## src/rtl/dmem_block_pkg.sv

```systemverilog
// Shared types and width constants for the block-organised data memory.
// Every access moves one BLOCK_W-bit block made of BLOCK_BYTES byte lanes.
package dmem_block_pkg;

  localparam int BLOCK_BYTES = 4;
  localparam int BYTE_W      = 8;
  localparam int BLOCK_W     = BLOCK_BYTES * BYTE_W;

  typedef enum logic [1:0] {
    ST_IDLE = 2'd0,
    ST_BUSY = 2'd1,
    ST_DONE = 2'd2
  } state_t;

endpackage

```

## src/rtl/dmem_block.sv

```systemverilog
// Multi-cycle block data memory with a busywait handshake, serving cache
// miss-fill reads and dirty-block write-backs one 32-bit block at a time.
module dmem_block
  import dmem_block_pkg::*;
#(
  parameter int LATENCY    = 5,
  parameter int ADDR_WIDTH = 6
) (
  input  logic                  clock,
  input  logic                  reset,
  input  logic                  read,
  input  logic                  write,
  input  logic [ADDR_WIDTH-1:0] address,
  input  logic [BLOCK_W-1:0]    writedata,
  output logic [BLOCK_W-1:0]    readdata,
  output logic                  busywait
);

  localparam int DEPTH = 2 ** ADDR_WIDTH;
  localparam int CNT_W = $clog2(LATENCY + 1);

  state_t                  state_q, state_d;
  logic [CNT_W-1:0]        count_q, count_d;
  logic [ADDR_WIDTH-1:0]   addr_q, addr_d;
  logic [BLOCK_W-1:0]      wdata_q, wdata_d;
  logic                    is_write_q, is_write_d;
  logic [BLOCK_W-1:0]      readdata_q, readdata_d;
  logic                    mem_we;
  logic                    busy_raw;

  // Byte k of a block lives in bits [8k+7:8k] of the stored word.
  logic [BLOCK_W-1:0]      mem_q [DEPTH];

  always_comb begin
    state_d    = state_q;
    count_d    = count_q;
    addr_d     = addr_q;
    wdata_d    = wdata_q;
    is_write_d = is_write_q;
    readdata_d = readdata_q;
    mem_we     = 1'b0;
    busy_raw   = 1'b0;
    case (state_q)
      ST_IDLE: begin
        busy_raw = read | write;
        if (read | write) begin
          addr_d     = address;
          wdata_d    = writedata;
          is_write_d = write;
          count_d    = CNT_W'(LATENCY);
          state_d    = ST_BUSY;
        end
      end
      ST_BUSY: begin
        busy_raw = 1'b1;
        count_d  = count_q - CNT_W'(1);
        if (count_q <= CNT_W'(1)) begin
          count_d = '0;
          state_d = ST_DONE;
          if (is_write_q) mem_we = 1'b1;
          else            readdata_d = mem_q[addr_q];
        end
      end
      // The requester changes its request on this edge, so always go back.
      ST_DONE: state_d = ST_IDLE;
      default: state_d = ST_IDLE;
    endcase
  end

  // Reset must silence the stall even though IDLE drives it combinationally.
  assign busywait = reset & busy_raw;
  assign readdata = readdata_q;

  always_ff @(posedge clock or negedge reset) begin
    if (!reset) begin
      state_q    <= ST_IDLE;
      count_q    <= '0;
      addr_q     <= '0;
      wdata_q    <= '0;
      is_write_q <= 1'b0;
      readdata_q <= '0;
    end else begin
      state_q    <= state_d;
      count_q    <= count_d;
      addr_q     <= addr_d;
      wdata_q    <= wdata_d;
      is_write_q <= is_write_d;
      readdata_q <= readdata_d;
    end
  end

  always_ff @(posedge clock or negedge reset) begin
    if (!reset) begin
      for (int i = 0; i < DEPTH; i++) mem_q[i] <= '0;
    end else if (mem_we) begin
      mem_q[addr_q] <= wdata_q;
    end
  end

endmodule

```

## config.mk

```make
export PLATFORM = sky130hd
export DESIGN_NAME = dmem_block
export DESIGN_NICKNAME = d
export VERILOG_FILES = /design/src/rtl/dmem_block_pkg.sv /design/src/rtl/dmem_block.sv
export SDC_FILE = /design/constraint.sdc
export NUM_CORES = 2
export LEC_CHECK = 0
export CAP_MARGIN = 20
export CELL_PAD_IN_SITES_DETAIL_PLACEMENT = 0
export CELL_PAD_IN_SITES_GLOBAL_PLACEMENT = 1
export CORE_MARGIN = 10
export CORE_UTILIZATION = 45
export DETAILED_ROUTE_END_ITERATION = 8
export PLACE_DENSITY = 0.8
export SLEW_MARGIN = 15
export SYNTH_ARGS = -nofsm -noshare
export SYNTH_HDL_FRONTEND = slang
export SYNTH_SLANG_ARGS = --single-unit
```

## constraint.sdc

```tcl
create_clock -name clock -period 3.36 [get_ports clock]
set_input_delay 0.672 -clock clock [delete_from_list [all_inputs] [get_ports clock]]
set_output_delay 0.672 -clock clock [all_outputs]
set_load 0.01 [all_outputs]
```

==> results.cfg <==
[run_status]
status = finished, final reports clean

[power]
swShare_pct = 37.6
ir_drop_v = 0.000964
pwr-share-clk_pct = 27.8
p_int_mw = 54.0
power_density_mw_per_mm2 = 789
p_leak_nw = 52.7
seq_power_share_pct = 39.6
p_comb_share_pct = 32.7
switching_power_mw = 32.5

[worst_setup_path]
start_kind = flop
crit_arrival_ps = 4010
crit_required_ps = 4100
crit_type = reg -> reg
endpoint_kind = flop
critPathMaxFanout = 21

[clock_tree]
cts_root_buf = clkbuf_16
cts_tree = done
clkTransAtPathRegs_ps = 60
htree_levels = 4
clk_latency_ps = 850
cts.sinks = 2124
cts_buffers = 208
cts_setup_buffers = 0
cts_buffer_depth = 3

[place]
pre_cts_ws_ps = -11.9
dpl.hpwl_um = 194000
dp.cells = 9444
gp_congestion = 0.885
place.port_buffers = 74

[sta]
fin_crit_ps = 3270
holdWs_ps = 369
tightest_slew_ps = 1180
hold_viol = 0
fin_skew_ps = 26.8
setup-violations-final = 0
rsz0062_at_grt = false
worst_slack_ps = 87.2
slew_viol_final = 0
fmax_ghz = 0.306
slew_headroom_pct = 21.4
finalCritPeriodShare_pct = 97.4

[grt]
grt_busiest_layer = met2
grt_max_degree = 161
grtUsageMet1_pct = 36.7
antenna_found_initial = 8
grt.met3_usage_pct = 5.96
gr-usage-all-layers_pct = 26.9
grt_pass1_wl_um = 462000
grt_pass1_vias = 65400
overflow = 0
grt_use_met2_pct = 40.8

[detailed_routing]
num_vias = 63700
via_per_inst = 6.48
drtAntennaViolNets = 0
drtIter0Drc = 7290
drc = 0
wl_per_cell_um = 32.4
wl_um = 319000
dr.pass1.iters = 8

[synthesis]
ys_seq_elements = 2124
post_synth_num_cell_types = 65
synth_cells = 6797
syn_area_mm2 = 0.0961
synth-edff-count = 0
synth.avg_cell_area_um2 = 14.1
yosys_warnings = 0
synth-seq-area-share_pct = 55.3
async_flop_share_pct = 100
syn-num-nets = 6841
synthFlopType = dfrtp_1

[cells_and_area]
fill_cells = 17500
syn_to_final_growth_pct = 14.1
fin_nets = 6883
drive_above_1_share_pct = 44.2
final-instance-count-excl-fill = 9841

[die]
fp.dieW_um = 482
ios = 75
coreArea_mm2 = 0.212
rows = 169
start_util_pct = 45.3
design.die.area_mm2 = 0.232
die_h_um = 482

[flow_run]
drv_cap = 0

[min_path]
hp-class = in -> async
kinds of logic (layout without fill, tap and decap cells):
group | after synthesis | in the layout | synth area share, %
AOI/OAI and AO/OA | 883 | 883 | 6.69
adders and majority gates | 2 | 2 | 0.0260
buffers and inverters | 715 | 936 | 3.63
DFF | 2124 | 2124 | 55.3
muxes | 2657 | 2657 | 32.2
other | 0 | 2 | 0
and+or+nand+nor | 416 | 416 | 2.11
registers in the layout, indices dropped and copies added (netlist names):
register,flops
addr_q,6
count_q,3
is_write_q,1
mem_q,2048
readdata,32
state_q,2
wdata_q,32
what timing repair did:
item                                    in CTS  in global routing
endpoints found under the hold margin       22                  0
gates resized for setup                      1                  1
endpoints found under the setup margin       1                  1
hold buffers                                 1                  0
synth_stat cells (all sizes together) (4+ instances only):
| master | number | share of area [%] |
|---|---|---|
| nor2b | 7 | 0.046 |
| o32ai | 4 | 0.036 |
| a2111oi | 6 | 0.061 |
| or2 | 4 | 0.026 |
| nand2b | 9 | 0.061 |
| a221oi | 271 | 2.5 |
| nor2 | 178 | 0.79 |
| mux2i | 363 | 3.8 |
| o2111ai | 7 | 0.064 |
| mux2 | 2162 | 25 |
| o221ai | 6 | 0.055 |
| nand4 | 19 | 0.12 |
| mux4 | 132 | 3.1 |
| nand2 | 119 | 0.50 |
| a221o | 15 | 0.16 |
| o22a | 15 | 0.14 |
| nand3 | 25 | 0.13 |
| a211oi | 7 | 0.055 |
| nor3 | 24 | 0.21 |
| buf | 386 | 2.3 |
| a22o | 18 | 0.16 |
| o2bb2ai | 4 | 0.036 |
| dfrtp | 2124 | 55 |
| clkbuf | 324 | 1.3 |
| and2 | 5 | 0.033 |
| a22oi | 98 | 0.77 |
| o21ai | 155 | 0.81 |
| a21oi | 56 | 0.29 |
| inv | 5 | 0.020 |
| and3 | 11 | 0.072 |
| a222oi | 4 | 0.042 |
| o32a | 20 | 0.21 |
| o22ai | 149 | 0.97 |
| o211ai | 16 | 0.13 |
| a31oi | 22 | 0.14 |
worst max-delay path, cell delays in order, from the launching register on:
cell and delay (ps):
dfrtp_4 710, buf_4 380, nand2b_2 260, buf_4 290, o22a_1 160, o21ai_1 60
a2111oi_1 610, buf_4 220, o21ai_0 80, o32a_1 360
placed cells by master (no fill, tap or decap), types with 10 or more instances in the layout:
cell	Yosys	layout
nor2_4	0	43
dfrtp_1	2124	2089
nand4_1	19	19
clkdlybuf4s50_1	0	73
o32a_1	20	20
o22a_1	15	15
clkbuf_8	0	52
nor3_1	15	14
o21ai_0	150	149
nand2_2	0	18
a22oi_1	98	98
a31oi_1	22	22
mux4_2	132	132
dfrtp_2	0	28
bufinv_16	0	11
a221oi_1	270	270
o211ai_1	16	16
a21oi_1	56	56
a22o_1	18	18
buf_12	0	137
buf_4	85	328
o22ai_1	149	149
clkbuf_1	323	52
a221o_1	15	15
mux2i_1	363	363
mux2_1	144	144
mux2_2	2018	2018
nand3_1	25	25
clkbuf_16	0	214
and3_1	11	10
nor2_1	140	132
clkinv_2	0	48
nand2_1	115	97
power groups by stage:
stage          Sequential (mW)  Combinational (mW)  Clock, mW
4_1_cts                   34.5                27.1       24.2
6_report                  34.2                28.2       24.0
5_1_grt                   34.7                29.1       25.3
3_3_place_gp              34.7                26.4          0
3_5_place_dp              34.9                27.0          0
2_1_floorplan             31.3                16.9          0
layer usage:
layer | routed length, um | vias up | share of wire (%)
met4 | 17600 | 6 | 5.5
met1 | 130000 | 34300 | 41
met5 | 41 | - | 0.013
li1 | - | 25300 | -
met3 | 30100 | 843 | 9.5
met2 | 141000 | 3303 | 44
path summary, 6_finish.rpt:
path,startpoint,endpoint,slack (ps),cells past startpoint
worst max-delay path,addr_q[0],readdata[1],90,9
worst min-delay path,reset,mem_q[1016],370,2
worst max register to register,addr_q[0],readdata[1],90,9
worst min register to register,mem_q[1252],mem_q[1252],480,1
max in group asynchronous,reset,mem_q[24],1260,4
min in group clock,writedata[0],wdata_q[0],430,2
per-stage QoR:
step	util [%]	cell area, um2	total power [mW]	setup TNS (ps)
global placement	48.2	102000	61.1	0
detailed placement	48.3	103000	61.9	-11.9
CTS	51.6	110000	85.8	0
floorplan	-	96100	48.2	0
global route	51.6	110000	89.1	0
finish	51.6	110000	86.5	0
final cells by class:
| type | count | area (um2) | share of cell area [%] |
|---|---|---|---|
| inverters | 5 | 27.5 | 0.0251 |
| diodes | 2 | 5.00 | 0.00457 |
| multi-input cells | 3958 | 39800 | 36.3 |
| well taps | 2821 | 3530 | 3.22 |
| clock inverters | 71 | 732 | 0.668 |
| clock buffers | 318 | 6270 | 5.72 |
| flip-flops and latches | 2124 | 53200 | 48.5 |
| repair buffers | 542 | 6030 | 5.50 |
Note: power is estimated with default switching activity, not from simulation.
